`src/rtl/modulo_varredura_matriz_neg_if.sv`:
```
// Frame input and LED matrix output bundle for the scanned matrix driver.
interface modulo_varredura_matriz_neg_if #(
  parameter int unsigned LINHAS   = 7,
  parameter int unsigned COLUNAS  = 5,
  parameter int unsigned DESCARTE = 1
);
  logic [LINHAS*COLUNAS+DESCARTE-1:0] m_at;
  logic                               carregar;
  logic                               habilitar;
  logic                               inverter;
  logic [LINHAS*COLUNAS-1:0]          N_m_at;
  logic [LINHAS-1:0]                  linhas;
  logic [COLUNAS-1:0]                 colunas;
  logic                               ocupado;
  logic                               fim_quadro;

  // Game-state side: drives frames and controls, observes the matrix pins.
  modport master (
    output m_at, carregar, habilitar, inverter,
    input  N_m_at, linhas, colunas, ocupado, fim_quadro
  );

  // Matrix driver side.
  modport slave (
    input  m_at, carregar, habilitar, inverter,
    output N_m_at, linhas, colunas, ocupado, fim_quadro
  );
endinterface

```
`src/rtl/modulo_varredura_matriz_neg.sv`:
```
// Double-buffered frame store with optional negation, scanned row by row
// onto an active-low LED matrix at a programmable refresh rate.
module modulo_varredura_matriz_neg #(
  parameter int unsigned LINHAS   = 7,
  parameter int unsigned COLUNAS  = 5,
  parameter int unsigned DESCARTE = 1,
  parameter int unsigned DIV      = 4
) (
  input  logic                           clk,
  input  logic                           rst,
  modulo_varredura_matriz_neg_if.slave   bus
);

  localparam int unsigned NB = LINHAS * COLUNAS;
  localparam int unsigned CW = (DIV > 1) ? $clog2(DIV) : 1;
  localparam int unsigned RW = $clog2(LINHAS);
  localparam logic [CW-1:0] CNT_MAX = CW'(DIV - 1);
  localparam logic [RW-1:0] ROW_MAX = RW'(LINHAS - 1);

  logic [CW-1:0]      cnt_q, cnt_d;
  logic [RW-1:0]      row_q, row_d;
  logic [NB-1:0]      active_q, active_d;
  logic [NB-1:0]      shadow_q;
  logic [NB-1:0]      frame_in;
  logic               pend_q, pend_d;
  logic               tick_c, wrap_c;
  logic [COLUNAS-1:0] row_data_c;
  logic [LINHAS-1:0]  row_sel_c;

  assign frame_in = bus.m_at[DESCARTE +: NB];

  // Discarded LSBs of the input frame are intentionally ignored.
  if (DESCARTE > 0) begin : g_descarte
    logic unused_descarte;
    assign unused_descarte = ^bus.m_at[DESCARTE-1:0];
  end

  // Next-state for divider, row index and frame buffers; swap only at frame wrap.
  always_comb begin
    tick_c   = bus.habilitar && (cnt_q == CNT_MAX);
    wrap_c   = tick_c && (row_q == ROW_MAX);
    cnt_d    = cnt_q;
    row_d    = row_q;
    active_d = active_q;
    pend_d   = pend_q;
    if (bus.habilitar) begin
      cnt_d = tick_c ? '0 : cnt_q + CW'(1);
    end
    if (tick_c) begin
      row_d = wrap_c ? '0 : row_q + RW'(1);
    end
    if (wrap_c) begin
      // A load coinciding with the wrap bypasses the shadow so it is not lost.
      if (bus.carregar) begin
        active_d = frame_in;
      end else if (pend_q) begin
        active_d = shadow_q;
      end
      pend_d = 1'b0;
    end else if (bus.carregar) begin
      pend_d = 1'b1;
    end
  end

  // Select the data slice and one-hot strobe of the row shown after this edge.
  always_comb begin
    row_data_c = '0;
    row_sel_c  = '0;
    for (int r = 0; r < LINHAS; r++) begin
      if (row_d == RW'(r)) begin
        row_data_c   = active_d[r*COLUNAS +: COLUNAS];
        row_sel_c[r] = 1'b1;
      end
    end
  end

  // State and registered matrix outputs.
  always_ff @(posedge clk) begin
    if (rst) begin
      cnt_q          <= '0;
      row_q          <= '0;
      active_q       <= '0;
      shadow_q       <= '0;
      pend_q         <= 1'b0;
      bus.N_m_at     <= '0;
      bus.colunas    <= '0;
      bus.linhas     <= '1;
      bus.ocupado    <= 1'b0;
      bus.fim_quadro <= 1'b0;
    end else begin
      cnt_q          <= cnt_d;
      row_q          <= row_d;
      active_q       <= active_d;
      pend_q         <= pend_d;
      if (bus.carregar) begin
        shadow_q <= frame_in;
      end
      bus.N_m_at     <= active_d ^ {NB{bus.inverter}};
      bus.colunas    <= row_data_c ^ {COLUNAS{bus.inverter}};
      bus.linhas     <= bus.habilitar ? ~row_sel_c : '1;
      bus.ocupado    <= pend_d;
      bus.fim_quadro <= wrap_c;
    end
  end

endmodule

```
`src/flat_wrapper.sv`:
```
// flat-port wrapper written by rule: the top's interface ports become plain ports
module modulo_varredura_matriz_neg_flat 
#(
  parameter int unsigned LINHAS   = 7,
  parameter int unsigned COLUNAS  = 5,
  parameter int unsigned DESCARTE = 1,
  parameter int unsigned DIV      = 4
)
  (clk, rst, bus_m_at, bus_carregar, bus_habilitar, bus_inverter, bus_N_m_at, bus_linhas, bus_colunas, bus_ocupado, bus_fim_quadro);
  modulo_varredura_matriz_neg_if #(.LINHAS(LINHAS), .COLUNAS(COLUNAS), .DESCARTE(DESCARTE)) bus_i ();
  input  logic clk;
  input  logic rst;
  input wire logic [$bits(bus_i.m_at)-1:0] bus_m_at;
  input wire logic [$bits(bus_i.carregar)-1:0] bus_carregar;
  input wire logic [$bits(bus_i.habilitar)-1:0] bus_habilitar;
  input wire logic [$bits(bus_i.inverter)-1:0] bus_inverter;
  output wire logic [$bits(bus_i.N_m_at)-1:0] bus_N_m_at;
  output wire logic [$bits(bus_i.linhas)-1:0] bus_linhas;
  output wire logic [$bits(bus_i.colunas)-1:0] bus_colunas;
  output wire logic [$bits(bus_i.ocupado)-1:0] bus_ocupado;
  output wire logic [$bits(bus_i.fim_quadro)-1:0] bus_fim_quadro;
  assign bus_i.m_at = bus_m_at;
  assign bus_i.carregar = bus_carregar;
  assign bus_i.habilitar = bus_habilitar;
  assign bus_i.inverter = bus_inverter;
  assign bus_N_m_at = bus_i.N_m_at;
  assign bus_linhas = bus_i.linhas;
  assign bus_colunas = bus_i.colunas;
  assign bus_ocupado = bus_i.ocupado;
  assign bus_fim_quadro = bus_i.fim_quadro;
  modulo_varredura_matriz_neg #(.LINHAS(LINHAS), .COLUNAS(COLUNAS), .DESCARTE(DESCARTE), .DIV(DIV)) u_core (.clk(clk), .rst(rst), .bus(bus_i));
endmodule
```
`config.mk`:
```
export PLATFORM = sky130hd
export DESIGN_NAME = modulo_varredura_matriz_neg_flat
export DESIGN_NICKNAME = d
export VERILOG_FILES = /design/src/rtl/modulo_varredura_matriz_neg_if.sv /design/src/rtl/modulo_varredura_matriz_neg.sv /design/src/flat_wrapper.sv
export SDC_FILE = /design/constraint.sdc
export NUM_CORES = 1
export LEC_CHECK = 0
export BUFFER_PORTS_ARGS = -buffer_cell sky130_fd_sc_hd__clkbuf_2
export CORE_MARGIN = 5
export CORE_UTILIZATION = 56
export CTS_BUF_LIST = sky130_fd_sc_hd__clkbuf_8 sky130_fd_sc_hd__clkbuf_16
export CTS_CLUSTER_SIZE = 12
export DETAILED_ROUTE_END_ITERATION = 12
export PLACE_DENSITY = 0.9
export SYNTH_ARGS = -nofsm -noshare
export SYNTH_HDL_FRONTEND = slang
export SYNTH_SLANG_ARGS = --single-unit
```
`constraint.sdc`:
```
create_clock -name clk -period 2.7 [get_ports clk]
set_clock_uncertainty 0.1 [all_clocks]
set_input_delay 0.54 -clock clk [delete_from_list [all_inputs] [get_ports clk]]
set_output_delay 0.54 -clock clk [all_outputs]
set_load 0.05 [all_outputs]
```
After elaboration in Yosys (flattened, before gate mapping)
Cells that the tools add are included.
Widths: inputs -> output; s select.
- register bits after elaboration: 124
- bits in latches: 0
- memory bits (writable): 0
- ROM bits: 0
- logic and storage cells: 48
- memories: 0
- $add $sub $neg: 2
- $mul: 0
- div/mod/pow operators: 0
- order comparisons: 0
- equality and inequality tests: 8
- shift-type cells: 0
- multiplexer cells: 20
- bitwise operators: 4
- reductions and logical operators: 5
- operators by type and width (operator ; count):
    $mux 35 ; 3
    $mux 5 ; 7
    $xor 35x35->35 ; 1
    $eq 3x3->1 const B ; 4
    $mux 1 ; 7
    $not 7->7 ; 1
    $eq 3x2->1 const B ; 2
    $mux 3 ; 2
    $xor 5x5->5 ; 1
    $reduce_or 2->1 ; 2
    $add 3x1->3 const B ; 1
    $eq 3x1->1 const B ; 1
    $logic_not 3->1 ; 1
    $add 2x1->2 const B ; 1
    $eq 2x2->1 const B ; 1
    $logic_and 1x1->1 ; 2
    $mux 2 ; 1
    $not 1->1 ; 1

Logic depth before layout (Yosys ltp)
- depth after elaboration: 14
- mapped depth: 13
- depth with buffers taken out: 8

Worst setup path before layout
Ideal clock, no wire load.
- path type: flip-flop to flip-flop
- start point: reg u_core.row_q[0]
- end point: reg u_core.bus.colunas[0]
- arrival: 2355 ps
- path slack: 173 ps
- stages on the path, launching flop included: 13
- buffers on the path: 4
- period minus slack after synthesis: 2527 ps
- path through: dfxtp_1 > clkbuf_1 > inv_1 > ha_1 > buf_6 > and4_1 > buf_6 > buf_12 > a32oi_1 > and3_1 > a221oi_2 > o32ai_2 > mux2i_1
- longest elaborated chain between the ends: 13
- elaborated cells between the ends (all ways): 21
- those cells by class: add/sub (1); eq/ne (7); mux (10); bitwise (1); reduce/logical (2)
- RTL lines (element ; RTL line ; text):
    start: declaration ; modulo_varredura_matriz_neg.sv:21 ; logic [RW-1:0] row_q, row_d;
    start signal: assignment ; modulo_varredura_matriz_neg.sv:92 ; row_q <= row_d;
    parallel branches: the longest is 11 deep, another holds $add 3x1->3 ; n/a ;
    $mux 5 * ; modulo_varredura_matriz_neg.sv:70 ; if (row_d == RW'(r)) begin
    $xor 5x5->5 * ; modulo_varredura_matriz_neg.sv:99 ; bus.colunas <= row_data_c ^ {COLUNAS{bus.inverter}};
    end signal: assignment ; modulo_varredura_matriz_neg.sv:99 ;
    end: declaration ; modulo_varredura_matriz_neg_if.sv:26 ; output N_m_at, linhas, colunas, ocupado, fim_quadro
Mark *: on every way between the ends.
A chain may end at the register's enable or synchronous reset.

Worst setup path in the final report
- start point: reg u_core.row_q[0]
- end point: reg u_core.bus.colunas[3]
Same word-level chain as after synthesis.

==> flow_summary.ini <==
[cells_and_area]
drive_above_1_share_pct = 24.1
diodes = 0
area_growth_pct = 22.8
fillers = 670
final_common_cell = dfxtp_1
final_cell_mix = 124 x dfxtp_1, 117 x nor2_1, 86 x clkbuf_2
utilization_pct = 69.7
final_nets = 723

[run_status]
status = finished, final reports clean

[min_path]
hp-start = bus_m_at[8]
min_path_type = primary input to flop

[clock_network]
clk_pin_slew_worst_paths_ns = 0.06
htree_levels = 4
cts_tree = yes
clock_latency_ns = 0.54
clock_path_buffers = 2
clock-root-buffer = clkbuf_8
cts_resized = 0
cts_made_buffers = 17
clock_sinks = 124
hold_buffers = 0
post-cts-setup-buffers = 0

[sta]
setup-tns-final_ns = 0
worstMarginPinSlew_ns = 0.710
max_slew_margin_pct = 52.6
rsz0062_at_grt = no
period_share_pct = 93.4
final_max_slew_viol_count = 0
max_freq_ghz = 0.397
hold_viol_final = 0
setup_viol = 0
period_needed_ns = 2.52

[setup_path]
cp_cell_sequence = inv_1, ha_1, buf_4, a21oi_1, a21o_1, nor2_1, o21ai_0, a2111oi_1, nand4bb_1
crit_start = u_core.row_q[0]
critical_path_class = flop to flop
critPathBufInv = 2
crit_slowest_cell = a21o_1
endpoint_kind = flop
arrival_ns = 2.84
crit_fanout = 11
r2r_start = u_core.row_q[0]
max_stage_delay_ns = 0.48
critPathRequiredTime_ns = 3.01
critical-path-top-delay-family = compound AO/OA/AOI/OAI gates
critPathLaunchType = flop

[routing]
wl_um = 15000
drt_first_pass_iters = 6
detail-route-antenna-nets = 0
wl_per_cell_um = 18.1
drtIter0Drc = 593
drc = 0
viasPerCell = 6.05
vias = 4989

[global_routing]
grt_pass1_wl_um = 23500
antenna_found_initial = 0
grt_overflow = 0
grt_start_max_net_pins = 56
grt_pass1_vias = 4736
grt_use_total_pct = 25.6

[floorplan]
floorplan.initialDensity_pct = 56.7
die_w_um = 109
die_h_um = 109
io_pins = 90
num_rows = 36
core_mm2 = 0.00968
die-area_mm2 = 0.0119

[flow_run]
maxCapViolCount = 0

[power_and_ir_drop]
power.density_mw_per_mm2 = 735
peakVddDrop_mv = 0.524
power_leakage_nw = 2.86

[placement]
globalplace.congestion = 0.900
hpwlAfterDp_um = 9650
portBuffers = 88

[synth]
synth_edf_count = 0
synth.avg_cell_area_um2 = 9.25
syn_area_mm2 = 0.00550
synth_nets = 638
synth_seq_area_share_pct = 45.2
ys_types = 64
synthArstFlopShare_pct = 0
synth-main-ff-cell = dfxtp_1
ys_ff_latch = 124
yosys_warnings = 0
synthCells = 594
logic make-up after synthesis:
family | synth area share, %
DFF | 45.2
muxes | 8.20
adders and majority gates | 0.683
xor gates and xnor gates | 5.58
buffers and inverters | 5.99
AOI/OAI and AO/OA | 16.9
and+or+nand+nor | 17.5
metal layers:
| metal | vias to the layer above | share of wire, % | track usage (%) |
|---|---|---|---|
| met2 | 303 | 48 | 41.1 |
| li1 | 2256 | - | - |
| met4 | 0 | 4.4 | 12.9 |
| met5 | - | 0 | 0 |
| met3 | 69 | 9.5 | 8.05 |
| met1 | 2361 | 39 | 30.8 |
metrics by stage:
step / std cells / total power, W / hold slack [ns] / setup slack, ns / instance area, um2
global route: 825 / 0.00510 / 0.187 / 0.00879 / 6750
CTS: 824 / 0.00496 / 0.164 / 0.130 / 6710
floorplan: 594 / 0.00227 / 0.350 / 0.173 / 5500
global placement: 792 / 0.00237 / 0.359 / 0.197 / 6030
finish: 825 / 0.00496 / 0.172 / 0.178 / 6750
detailed placement: 792 / 0.00239 / 0.367 / 0.151 / 6030
flip-flops by register name, indices dropped and copies added (netlist names):
| register | flops |
|---|---|
| u_core.shadow_q | 35 |
| u_core.bus.fim_quadro | 1 |
| u_core.bus.colunas | 5 |
| u_core.active_q | 35 |
| u_core.cnt_q | 2 |
| u_core.bus.linhas | 7 |
| u_core.row_q | 3 |
| u_core.bus.N_m_at | 35 |
| u_core.bus.ocupado | 1 |
synth_stat cells, types with 4 or more instances:
library cell	number	area share, %
buf_6	6	1.2
nand3_1	11	1.0
inv_1	6	0.41
o21ai_0	23	2.1
buf_4	10	1.4
a211oi_1	7	0.96
nor2b_1	8	0.91
clkbuf_1	19	1.3
nand2b_1	6	0.68
nand2_1	23	1.6
mux2i_1	42	7.7
a31oi_1	7	0.80
o22a_1	11	1.8
a21oi_1	26	2.4
a22oi_1	5	0.68
and3b_1	5	0.80
o211ai_1	7	0.96
nor3_1	8	0.73
xor2_1	28	4.5
a221oi_1	4	0.64
nor2_1	118	8.1
buf_2	13	1.2
xnor2_1	7	1.1
a32oi_1	7	1.1
nand4b_1	4	0.64
dfxtp_1	124	45
tightest hold or removal path, stage by stage:
cell and delay, ns:
clkbuf_2 0.09, mux2i_1 0.06, nor2_1 0.07
power breakdown:
part	internal [W]	switching, W
clock network	0.00174	0.000859
logic	0.000130	0.000302
registers	0.00190	0.0000276
worst paths after layout:
path / endpoint / slack (ns) / cells past startpoint
max reg2reg: u_core.bus.colunas[3] / 0.18 / 9
min: u_core.shadow_q[7] / 0.17 / 3
max: u_core.bus.colunas[3] / 0.18 / 9
min reg2reg: u_core.shadow_q[21] / 0.39 / 2
layout make-up:
class                      count  area (um2)  area share (%)
timing repair buffer         117         703            10.4
sequential                   124        2480            36.8
clock buffer                  19         442            6.54
clock inverter                13         238            3.52
multi-input combinational    413        2700            39.9
inverter                       6        22.5           0.334
tap                          133         166            2.47
Power figures use the tool's default switching activity.
